File: src/rtl/tick_monitor.sv
// -----------------------------------------------------------------------------
// tick_monitor
//
// Purpose:
//   Receiving-end checker for a single-cycle tick enable from the clock
//   divider. It measures the clk-cycle interval between consecutive rising
//   edges of tick_in and reports each interval. It declares lock when two
//   consecutive intervals agree within TOLERANCE. It flags loss of tick after
//   TIMEOUT cycles without an edge, and it pulses stuck for every extra cycle
//   that tick_in is held high. One instance is used per tick net.
//
// Parameters:
//   WIDTH      width of the interval counter and of period (TIMEOUT < 2**WIDTH)
//   TIMEOUT    longest accepted interval in clk cycles
//   TOLERANCE  largest |interval - previous interval| that still counts as locked
//
// Ports:
//   clk           system clock
//   rst           synchronous, active-high reset
//   tick_in       monitored tick, synchronous to clk
//   period        last measured interval in clk cycles
//   period_valid  one-cycle pulse when period is updated
//   locked        level, last two intervals within TOLERANCE
//   timeout       level, no tick edge for TIMEOUT cycles
//   stuck         one-cycle pulse per cycle tick_in stays high after its first
//
// States:
//   state | meaning
//   IDLE  | no edge seen since reset; waiting for the first edge
//   COUNT | measuring the interval since the last edge
//   LOST  | no edge within TIMEOUT cycles; counter frozen until the next edge
// -----------------------------------------------------------------------------
module tick_monitor #(
  parameter int WIDTH     = 32,
  parameter int TIMEOUT   = 1_000_000,
  parameter int TOLERANCE = 16
) (
  input  logic             clk,
  input  logic             rst,
  input  logic             tick_in,
  output logic [WIDTH-1:0] period,
  output logic             period_valid,
  output logic             locked,
  output logic             timeout,
  output logic             stuck
);

  typedef enum logic [1:0] {
    IDLE  = 2'd0,
    COUNT = 2'd1,
    LOST  = 2'd2
  } state_t;

  localparam logic [WIDTH-1:0] LIMIT = WIDTH'(TIMEOUT);
  localparam logic [WIDTH:0]   TOL   = (WIDTH+1)'(TOLERANCE);
  localparam logic [WIDTH-1:0] ONE   = WIDTH'(1);

  state_t           state;
  logic             tick_q;
  logic [WIDTH-1:0] cnt;
  logic [WIDTH-1:0] prev;
  logic             prev_valid;

  logic             edge_ev;
  logic             at_limit;
  logic [WIDTH:0]   diff;
  logic             within_tol;

  // The difference is formed one bit wider than the operands and always as
  // larger minus smaller, so it can never wrap.
  always_comb begin
    edge_ev  = tick_in & ~tick_q;
    at_limit = (cnt == LIMIT);
    diff     = '0;
    if (cnt >= prev) begin
      diff = {1'b0, cnt} - {1'b0, prev};
    end else begin
      diff = {1'b0, prev} - {1'b0, cnt};
    end
    within_tol = prev_valid && (diff <= TOL);
  end

  always_ff @(posedge clk) begin
    if (rst) begin
      state        <= IDLE;
      cnt          <= '0;
      prev         <= '0;
      prev_valid   <= 1'b0;
      // tick_q keeps following tick_in through reset so that a tick held
      // high across reset release is not mistaken for a fresh edge.
      tick_q       <= tick_in;
      period       <= '0;
      period_valid <= 1'b0;
      locked       <= 1'b0;
      timeout      <= 1'b0;
      stuck        <= 1'b0;
    end else begin
      tick_q       <= tick_in;
      stuck        <= tick_in & tick_q;
      period_valid <= 1'b0;

      // cnt is the number of cycles since the last edge; frozen while lost.
      if (edge_ev) begin
        cnt <= ONE;
      end else if (state != LOST) begin
        cnt <= cnt + ONE;
      end

      // An edge coinciding with cnt == LIMIT wins: it is a valid interval.
      case (state)
        IDLE: begin
          if (edge_ev) begin
            state <= COUNT;
          end else if (at_limit) begin
            state      <= LOST;
            timeout    <= 1'b1;
            locked     <= 1'b0;
            prev_valid <= 1'b0;
          end
        end

        COUNT: begin
          if (edge_ev) begin
            period       <= cnt;
            period_valid <= 1'b1;
            locked       <= within_tol;
            prev         <= cnt;
            prev_valid   <= 1'b1;
          end else if (at_limit) begin
            state      <= LOST;
            timeout    <= 1'b1;
            locked     <= 1'b0;
            prev_valid <= 1'b0;
          end
        end

        LOST: begin
          // The interval that ends a loss is not reported; measuring
          // restarts from this edge.
          if (edge_ev) begin
            state   <= COUNT;
            timeout <= 1'b0;
          end
        end

        default: begin
          state <= IDLE;
        end
      endcase
    end
  end

endmodule

File: config.mk
export PLATFORM = sky130hd
export DESIGN_NAME = tick_monitor
export DESIGN_NICKNAME = d
export VERILOG_FILES = /design/src/rtl/tick_monitor.sv
export SDC_FILE = /design/constraint.sdc
export NUM_CORES = 1
export LEC_CHECK = 0
export ABC_CLOCK_PERIOD_IN_PS = 4750
export BUFFER_PORTS_ARGS = -buffer_cell sky130_fd_sc_hd__buf_2
export CAP_MARGIN = 30
export CORE_MARGIN = 2
export CORE_UTILIZATION = 55
export DETAILED_ROUTE_END_ITERATION = 7
export PLACE_DENSITY = 0.73
export SLEW_MARGIN = 20
export SYNTH_ARGS = -nofsm -noshare
export SYNTH_HDL_FRONTEND = slang
export SYNTH_SLANG_ARGS = --single-unit
File: constraint.sdc
create_clock -name clk -period 4.75 [get_ports clk]
set_input_delay 0.2375 -clock clk [delete_from_list [all_inputs] [get_ports clk]]
set_output_delay 0.2375 -clock clk [all_outputs]
set_load 0.01 [all_outputs]
# Yosys cells after proc, flatten, opt, wreduce, memory -nomap -nowiden
# Cells that the tools add are included.
# Widths: inputs -> output; s select.
[word_totals]
reg_bits = 72
input_bits = 3
elab_cells = 61
[op_classes]
addsub = 3
magnitude_cmp = 2
eq_ne = 9
muxes = 21
n_bitwise = 4
n_reduce_logical = 12
[ops]
columns = ["operator", "n"]
rows = [
  ["$sub 32x32->33", 2],
  ["$le 33x5->1 const B", 1],
  ["$mux 33", 1],
  ["$add 32x1->32 const B", 1],
  ["$eq 32x20->1 const B", 1],
  ["$ge 32x32->1", 1],
  ["$mux 1", 12],
  ["$ne 2x2->1 const B", 5],
  ["$mux 2", 4],
  ["$pmux 1 s2", 3],
  ["$pmux 2 s3", 1],
  ["$reduce_and 2->1", 3],
  ["$reduce_bool 2->1", 3],
  ["$reduce_or 2->1", 3],
  ["$reduce_and 4->1", 1],
  ["$and 1x1->1", 2],
  ["$eq 2x1->1 const B", 1],
  ["$eq 2x2->1 const B", 1],
  ["$logic_not 2->1", 1],
  ["$ne 2x1->1 const B", 1],
  ["$not 1->1", 2],
  ["$logic_and 1x1->1", 1],
]

# Depth between registers and ports, before layout
# Gate-level depths: netlist (run 1).
[logic_depth]
depth_word = 6
ltp_mapped = 15
mapped_depth_nobuf = 13

# Worst setup path before layout (run 1)
# OpenSTA, ideal clock, no wires.
[synth_path]
path_kind = "register to register"
startpoint = "reg prev[6]"
endpoint = "reg locked"
t_arrival_ns = 3.018
t_required_ns = 4.681
setup_slack_ns = 1.663
stages_incl_launch_ff = 14
path_cell_list = "dfxtp_1 inv_1 ha_1 a211o_1 a21o_1 nor4b_2 or4b_1 a21oi_2 a211o_1 a21o_1 a2111oi_2 o2111ai_1 nand4b_1 o21ai_1"
[synth_between]
elab_chain_cells = 6
word_cells_on_any_way = 8
classes_between = "add/sub: 2; order compare: 2; mux: 3; reduce/logical: 1"
[synth_lines]
columns = ["item", "line", "source"]
rows = [
  ["from (decl)", "61", "logic [WIDTH-1:0] prev;"],
  ["from (signal assigned)", "127", "prev <= cnt;"],
  ["$sub 32x32->33 (tied with other cells)", "78", "diff = {1'b0, prev} - {1'b0, cnt};"],
  ["$mux 33 *", "75", "if (cnt >= prev) begin"],
  ["$le 33x5->1 *", "80", "within_tol = prev_valid && (diff <= TOL);"],
  ["$logic_and 1x1->1 *", "80", ""],
  ["$mux 1 *", "123", "if (edge_ev) begin"],
  ["$pmux 1 s2 *", "110", "case (state)"],
  ["to (signal assigned)", "126", "locked <= within_tol;"],
  ["to (decl)", "43", "output logic locked,"],
]
# Every way passes the cells marked *; elsewhere a longest branch is shown, timed or not.
# A chain may end at the register's enable or synchronous reset.

# Worst setup path after layout (run 1)
[layout_path]
startpoint = "reg cnt[12]"
endpoint = "reg locked"
[layout_between]
elab_chain_cells = 6
word_cells_on_any_way = 11
classes_between = "add/sub: 2; order compare: 2; eq/ne: 1; mux: 5; reduce/logical: 1"
[layout_lines]
columns = ["item", "line", "source"]
rows = [
  ["from (decl)", "60", "logic [WIDTH-1:0] cnt;"],
  ["from (signal assigned)", "106", "cnt <= cnt + ONE;"],
  ["$sub 32x32->33 (tied with other cells)", "78", ""],
  ["$mux 33", "75", ""],
  ["$le 33x5->1", "80", ""],
  ["$logic_and 1x1->1", "80", ""],
  ["$mux 1", "123", ""],
  ["$pmux 1 s2 *", "110", ""],
]
# Every way passes the cells marked *; elsewhere a longest branch is shown, timed or not. The select of a mux whose other input is x is not followed.

==> results of run 1 <==
==> sequential cells by signal (all words and copies together) (netlist names) <==
signal,cells
stuck,1
locked,1
tick_q,1
prev_valid,1
prev,32
state,2
period_valid,1
cnt,32
timeout,1
==> how the worst max path moves through the flow <==
stage / from / end / slack (ps) / depth (start not counted)
floorplan: prev[6]$_SDFFE_PP0P_ / locked$_SDFFE_PP0P_ / 1660 / 13
global placement: cnt[12]$_SDFFE_PP0P_ / locked$_SDFFE_PP0P_ / 1070 / 12
detailed placement: cnt[12]$_SDFFE_PP0P_ / locked$_SDFFE_PP0P_ / 1000 / 12
CTS: cnt[12]$_SDFFE_PP0P_ / locked$_SDFFE_PP0P_ / 970 / 12
global route: cnt[12]$_SDFFE_PP0P_ / locked$_SDFFE_PP0P_ / 550 / 12
finish: cnt[12]$_SDFFE_PP0P_ / locked$_SDFFE_PP0P_ / 850 / 12
==> routing by layer <==
| metal | vias to the layer above | global-route usage, % | share of wire (%) |
|---|---|---|---|
| met4 | 2 | 13.1 | 3.7 |
| li1 | 3223 | - | - |
| met5 | - | 2.75 | 0.22 |
| met2 | 324 | 45.1 | 41 |
| met1 | 3189 | 46.9 | 45 |
| met3 | 59 | 8.93 | 10 |
==> final cells by class <==
type / instances / area [um^2] / area share (%)
clock buffers: 10 / 239 / 3.34
clock inverters: 6 / 73.8 / 1.03
inverters: 75 / 282 / 3.94
multi-input cells: 721 / 4680 / 65.4
flip-flops and latches: 72 / 1440 / 20.2
well taps: 147 / 184 / 2.57
repair buffers: 46 / 250 / 3.50
==> synth_stat cells (11+ instances only) <==
library cell and count:
nand2_1 111, a21oi_1 106, nor2_1 78, inv_1 74
dfxtp_1 72, ha_1 66, xnor2_1 50, o21ai_0 41
nand4_1 26, clkbuf_1 24, a21o_1 22, nor3_1 21
nand3_1 20, xor2_1 15, o21bai_1 14, nor4_1 11
==> critical path, stage by stage, from the launching register on <==
cell       delay [ps]
dfxtp_1           520
ha_1              490
a21oi_1           350
o21a_1            190
o221ai_1          190
a211oi_4          390
o31ai_2           100
buf_4             220
a2111oi_0         630
nor3_1             90
a2111oi_0         400
nand3_1           140
o21ai_1           140
==> cells by family (layout without fill, tap and decap cells) <==
group           after synthesis  after routing  synth area share, %
flops                        72             72                 21.8
xor+xnor                     65             65                 8.61
buf+inv                     118            137                 7.55
compound gates              266            266                 25.6
simple gates                318            318                 23.1
mux                           6              6                0.908
fa+ha+maj                    66             66                 12.5
==> stage by stage <==
step                hold slack (ps)  cell area (um^2)
detailed placement              377              6830
CTS                            29.6              7140
finish                         31.1              7150
floorplan                       265              6610
global placement                377              6830
global route                   37.2              7150
==> power breakdown <==
| group | switching [mW] | leakage [nW] | total, mW | internal [mW] |
|---|---|---|---|---|
| logic | 0.160 | 2.31 | 0.268 | 0.108 |
| registers | 0.00489 | 0.581 | 0.612 | 0.608 |
| clock network | 0.294 | 0.154 | 0.723 | 0.429 |
| total | 0.459 | 3.05 | 1.60 | 1.14 |
==> results by group, run 1 <==
Status
  – Status: complete, no violations

Worst hold path
  – Worst hold start: tick_in
  – Class of the worst hold path: in -> reg
  – WHS Endpoint: tick_q$_DFF_P_
  – Hold depth: 1

Layout
  – Layout area overhead: 8.08%
  – Layout cells sized above 1: 8.71%
  – Diode count: 0
  – Non-Filler Instances: 1077
  – # nets final: 994
  – Final core occ: 60.3%
  – Highest-count cells in the layout ignoring fill and taps: 111 x nand2_1, 106 x a21oi_1, 78 x nor2_1
  – Layout fillers: 1094
  – Most common cell after layout, fill and taps aside: nand2_1

Routing
  – Drt pass-1 iters: 5
  – Antenna Nets Post-Route: 0
  – Residual DRC: 0
  – Via count: 6797
  – WL final: 20800 um
  – Initial DRC Count: between 700 and 800
  – Vias per inst: 6.31
  – Routed len/inst: slightly below 20 um

STA
  – Slew margin rel.: 45.9%
  – Tcrit/Tclk final: 82.1%
  – Setup violators final: 0
  – Setup TNS: 0 ps
  – Fin. max-slew vios: 0
  – Worst-margin pin slew: 805 ps
  – RSZ-0062 raised after global routing: no
  – Layout Skew: around 10 ps
  – Final hold violations: 0
  – Peak Freq: roughly 260 MHz
  – Final worst setup slack: 851 ps
  – Final Critical Period: slightly below 4000 ps

Worst setup path
  – FF-to-FF setup slack: 850 ps
  – Crit path capture type: flip-flop
  – FF-to-FF Start: cnt[12]$_SDFFE_PP0P_
  – Crit path kind: reg -> reg
  – Crit path required time: about 5000 ps
  – Worst r2r dst: locked$_SDFFE_PP0P_
  – Startpoint types: flip-flop
  – Reg2Reg Depth: 12
  – Critical path data arrival time: roughly 4200 ps
  – Worst Path Max Fanout: 16

Die
  – Die area: 12900 um^2
  – Std cell rows: 40
  – IO Pins: 39
  – Core outline area: 11900 um^2
  – Die width: between 100 and 150 um
  – Die Y: 114 um
  – Starting Density: 55.7%

Global routing
  – Largest net degree at the start of global routing: 42
  – Total grt overflow: 0
  – First-pass GRT wire length: about 33000 um
  – Number of global-route vias before repair: 6161
  – GRT Overall Usage: 32.4%
  – Initial antenna violation count: 0

Synth
  – Synth Warn #: 0
  – Ys async rst share: 0%
  – Synth cell types: 75
  – Yosys top cell area share: 21.8%
  – Most area-hungry cell type in the Yosys netlist: dfxtp_1
  – Post-synthesis net count: 980
  – Cells after Synth: 911
  – Synth Flop Type: dfxtp_1
  – Synth top area cells: dfxtp_1 22%, ha_1 12%, a21oi_1 8.0%
  – Syn_area_per_cell: 7.26 um^2
  – Mapped Area: ~6600 um^2
  – Sequential cell area fraction in the yosys report: 21.8%
  – Yosys reg bits: a little over 70
  – Number of flops mapped to enable cells by yosys: 0

Placed design
  – Gp weighted congestion: 1.09
  – Placed cell count: ~1100
  – HPWL Detailed: between 15000 and 20000 um
  – Dpl ws: 1000 ps
  – Port buffer count: 38

Clock network
  – TritonCTS buffer count: 9
  – Max clock buf depth: 2
  – TritonCTS Sinks: 72
  – CTS H-tree lvls: 3
  – Cts hold-fix bufs: 0
  – Root buffer cell: clkbuf_16
  – Gates resized, CTS repair: 0
  – Setup Fix Bufs, Post-CTS: 0
  – Clk slew on worst S/H paths: 70 ps
  – CTS tree: done
  – Worst-Skew Late Latency: 350 ps

Pwr
  – Worst vdd ir: 0.189 mV
  – Leak: 3.05 nW
  – P per Cell Area: about 220 nW/um^2
  – Power, Total: 1.60 mW

Flow run
  – Number of max-cap violations: 0
No activity file was read; power rests on OpenSTA's default activity.
==> inputs of run 2 (changes only) <==
--- a/config.mk
+++ b/config.mk
@@ -5,13 +5,13 @@
 export SDC_FILE = /design/constraint.sdc
 export NUM_CORES = 1
 export LEC_CHECK = 0
-export ABC_CLOCK_PERIOD_IN_PS = 4750
+export ABC_CLOCK_PERIOD_IN_PS = 3500
 export BUFFER_PORTS_ARGS = -buffer_cell sky130_fd_sc_hd__buf_2
 export CAP_MARGIN = 30
 export CORE_MARGIN = 2
 export CORE_UTILIZATION = 55
 export DETAILED_ROUTE_END_ITERATION = 7
-export PLACE_DENSITY = 0.73
+export PLACE_DENSITY = 0.76
 export SLEW_MARGIN = 20
 export SYNTH_ARGS = -nofsm -noshare
 export SYNTH_HDL_FRONTEND = slang
==> constraint.sdc (replaced) <==
create_clock -name clk -period 3.5 [get_ports clk]
set_input_delay 0.175 -clock clk [delete_from_list [all_inputs] [get_ports clk]]
set_output_delay 0.175 -clock clk [all_outputs]
set_load 0.01 [all_outputs]
==> run 2 against run 1 <==
  * Clock power is 34% higher
  * Sequential power is 36% higher
  * Routed wire length is 9.8% higher
  * Cell area is 12% higher
  * Die area stayed put
  * Maximum frequency is 14% higher
  * Total power is 38% higher
  * Sequential share of layout area is 2.1 points lower
  * First-iteration DRC count is 31% higher
  * Non-clock buffer count is 91 higher
  * Worst setup slack worse by 770 ps
  * Sequential cell count stayed put
  * Largest cell class unchanged
  * Largest power group unchanged
  * Highest routed layer is now met4
==> results by group, run 2 (synthesis results as in run 1) <==
Status
  – Status: complete, no violations (unchanged)

Layout
  – Layout cells sized above 1: 18.9% (was 8.71%)
  – # nets final: 1085 (was 994)
  – Highest-count cells in the layout ignoring fill and taps: 111 x nand2_1, 101 x a21oi_1, 97 x buf_4 (was 111 x nand2_1, 106 x a21oi_1, 78 x nor2_1)
  – Regs by FF count: cnt x32, prev x32, state x2 (unchanged)
  – Layout area overhead: 20.9% (was 8.08%)
  – Diode count: 0 (unchanged)
  – Most common cell after layout, fill and taps aside: nand2_1 (unchanged)

Die
  – Std cell rows: 40 (unchanged)
  – Die area: 12900 um^2 (unchanged)
  – Die width: 114 um (unchanged)
  – IO Pins: 39 (unchanged)
  – Die Y: 114 um (unchanged)
  – Core outline area: 11900 um^2 (unchanged)
  – Starting Density: 55.7% (unchanged)

Worst setup path
  – Crit path depth: 13 (was 12)
  – WP buf/inv: 2 (was 1)
  – Worst r2r dst: locked$_SDFFE_PP0P_ (unchanged)
  – CP Launch Point: prev[20]$_SDFFE_PP0P_ (was cnt[12]$_SDFFE_PP0P_)
  – FF-to-FF setup slack: 80 ps (was 850 ps)
  – Reg2Reg Depth: 13 (was 12)
  – Worst Path Max Fanout: 11 (was 16)
  – Critical path data arrival time: 3690 ps (was 4180 ps)
  – Crit path required time: 3780 ps (was 5030 ps)
  – Crit path kind: reg -> reg (unchanged)
  – Most used cell, CP: o21ai_1 (was a2111oi_0)
  – Startpoint types: flip-flop (unchanged)
  – CP max-delay cell: dfxtp_1 (was a2111oi_0)
  – FF-to-FF Start: prev[20]$_SDFFE_PP0P_ (was cnt[12]$_SDFFE_PP0P_)
  – CP cell instances: inv_1 > ha_1 > a21oi_1 > o21ai_1 > a21o_1 > a211oi_4 > o31ai_4 > buf_4 > o311a_1 > a2111oi_2 > o2111ai_1 > nand4b_1 > o21ai_1 (was ha_1 > a21oi_1 > o21a_1 > o221ai_1 > a211oi_4 > o31ai_2 > buf_4 > a2111oi_0 > nor3_1 > a2111oi_0 > nand3_1 > o21ai_1)
  – Crit path capture type: flip-flop (unchanged)
  – Delay-heaviest family, CP: compound AO/OA/AOI/OAI gates (unchanged)
  – Worst path max stage delay: 410 ps (was 630 ps)
  – Worst setup endpoint: locked$_SDFFE_PP0P_ (unchanged)

STA
  – Tcrit/Tclk final: 97.7% (was 82.1%)
  – Slew margin rel.: 41.3% (was 45.9%)
  – Peak Freq: 293 MHz (was 257 MHz)
  – Fin. max-slew vios: 0 (unchanged)
  – Layout Skew: 8.07 ps (was 10.5 ps)
  – Setup violators final: 0 (unchanged)
  – Worst-margin pin slew: 881 ps (was 805 ps)
  – Setup TNS: 0 ps (unchanged)
  – Final worst setup slack: 81.8 ps (was 851 ps)
  – Hold_ws: 432 ps (was 31.1 ps)
  – Final hold violations: 0 (unchanged)
  – Final Critical Period: 3420 ps (was 3900 ps)

Global routing
  – First-pass GRT wire length: 35700 um (was 33000 um)
  – Total grt overflow: 0 (unchanged)
  – Initial antenna violation count: 0 (unchanged)
  – GRT Overall Usage: 35.0% (was 32.4%)
  – M3 GR Usage: 7.07% (was 8.93%)
  – Met2 Usage GRT: 49.9% (was 45.1%)
  – GR Util met1: 53.0% (was 46.9%)
  – Largest net degree at the start of global routing: 42 (unchanged)
  – Number of global-route vias before repair: 6535 (was 6161)
  – Layer with the highest usage: met1 (unchanged)

Routing
  – Vias per inst: 6.22 (was 6.31)
  – Via count: 7269 (was 6797)
  – Routed len/inst: 19.6 um (was 19.3 um)
  – Residual DRC: 0 (unchanged)
  – Antenna Nets Post-Route: 0 (unchanged)
  – Drt pass-1 iters: 5 (unchanged)
  – Initial DRC Count: 923 (was 705)
  – WL final: 22900 um (was 20800 um)

Clock network
  – CTS H-tree lvls: 3 (unchanged)
  – TritonCTS Sinks: 72 (unchanged)
  – Worst-Skew Late Latency: 340 ps (was 350 ps)
  – Clk slew on worst S/H paths: 60 ps (was 70 ps)
  – Root buffer cell: clkbuf_16 (unchanged)
  – TritonCTS buffer count: 9 (unchanged)
  – Max clock buf depth: 2 (unchanged)
  – CTS tree: done (unchanged)

Pwr
  – Worst vdd ir: 0.287 mV (was 0.189 mV)
  – Leak: 3.52 nW (was 3.05 nW)
  – P per Cell Area: 277 nW/um^2 (was 224 nW/um^2)

Flow run
  – Number of max-cap violations: 0 (unchanged)

Placed design
  – Dpl ws: 15.0 ps (was 1000 ps)
  – Port buffer count: 38 (unchanged)
  – HPWL Detailed: 18100 um (was 15900 um)
  – Gp weighted congestion: 1.00 (was 1.09)

Worst hold path
  – Class of the worst hold path: in -> reg (unchanged)
## run 2: cell count changes in the layout (fill, tap and decap cells not counted), sizes merged
cell and change:
clkbuf +1, buf +90, clkinvlp +1, dlygate4sd3 +1, inv -1, clkinv -1
## run 2: worst reg2reg max path, cell delays in order, from the launching register on
cell and delay (ps):
dfxtp_1 410, inv_1 70, ha_1 360, a21oi_1 220
o21ai_1 150, a21o_1 250, a211oi_4 300, o31ai_4 190
buf_4 210, o311a_1 350, a2111oi_2 340, o2111ai_1 170
nand4b_1 230, o21ai_1 130
## run 2: layout make-up
class	count	area, um^2
flip-flops and latches	72	1440
fillers	1024	3870
inverters	75	282
clock buffers	11	243
repair buffers	137	948
clock inverters	5	63.8
well taps	147	184
multi-input cells	721	4830
## run 2: report_power, final
group / switching, mW / internal, mW
Clock: 0.389 / 0.578
Sequential: 0.00595 / 0.825
Combinational: 0.238 / 0.178
## run 2: routing by layer
layer  vias up  share of wire, %
li1       3413                 -
met1      3403                46
met2       395                41
met3        58                10
met4         0               2.7
met5         -                 0
## run 2: worst min-delay path by stage
stage                 start                      end  slack [ps]  cells after the start
finish                  rst  period_valid$_SDFF_PP0_         430                      2
global route            rst  period_valid$_SDFF_PP0_         460                      2
CTS                     rst  period_valid$_SDFF_PP0_         430                      2
detailed placement  tick_in           tick_q$_DFF_P_         320                      1
global placement    tick_in           tick_q$_DFF_P_         310                      1
floorplan           tick_in           tick_q$_DFF_P_         200                      0
## run 2: repair_timing
| item | 4_1_cts | 5_1_grt |
|---|---|---|
| hold endpoints to repair | 1 | 0 |
| pin swaps | 0 | 5 |
| setup endpoints to repair | 1 | 1 |
| buffers inserted | 0 | 2 |
| hold buffers | 1 | 0 |
| gates resized for setup | 1 | 34 |
## run 2: through the flow
stage                     area [um^2]  cells  util [%]  total power [mW]
after detailed placement         7510   1149      63.3              1.23
after global placement           7510   1149      63.3              1.23
after global routing             7990   1168      67.4              2.27
final                            7990   1168      67.4              2.21
after CTS                        7830   1166      66.0              2.18
after floorplan                  6610    911         -              1.11
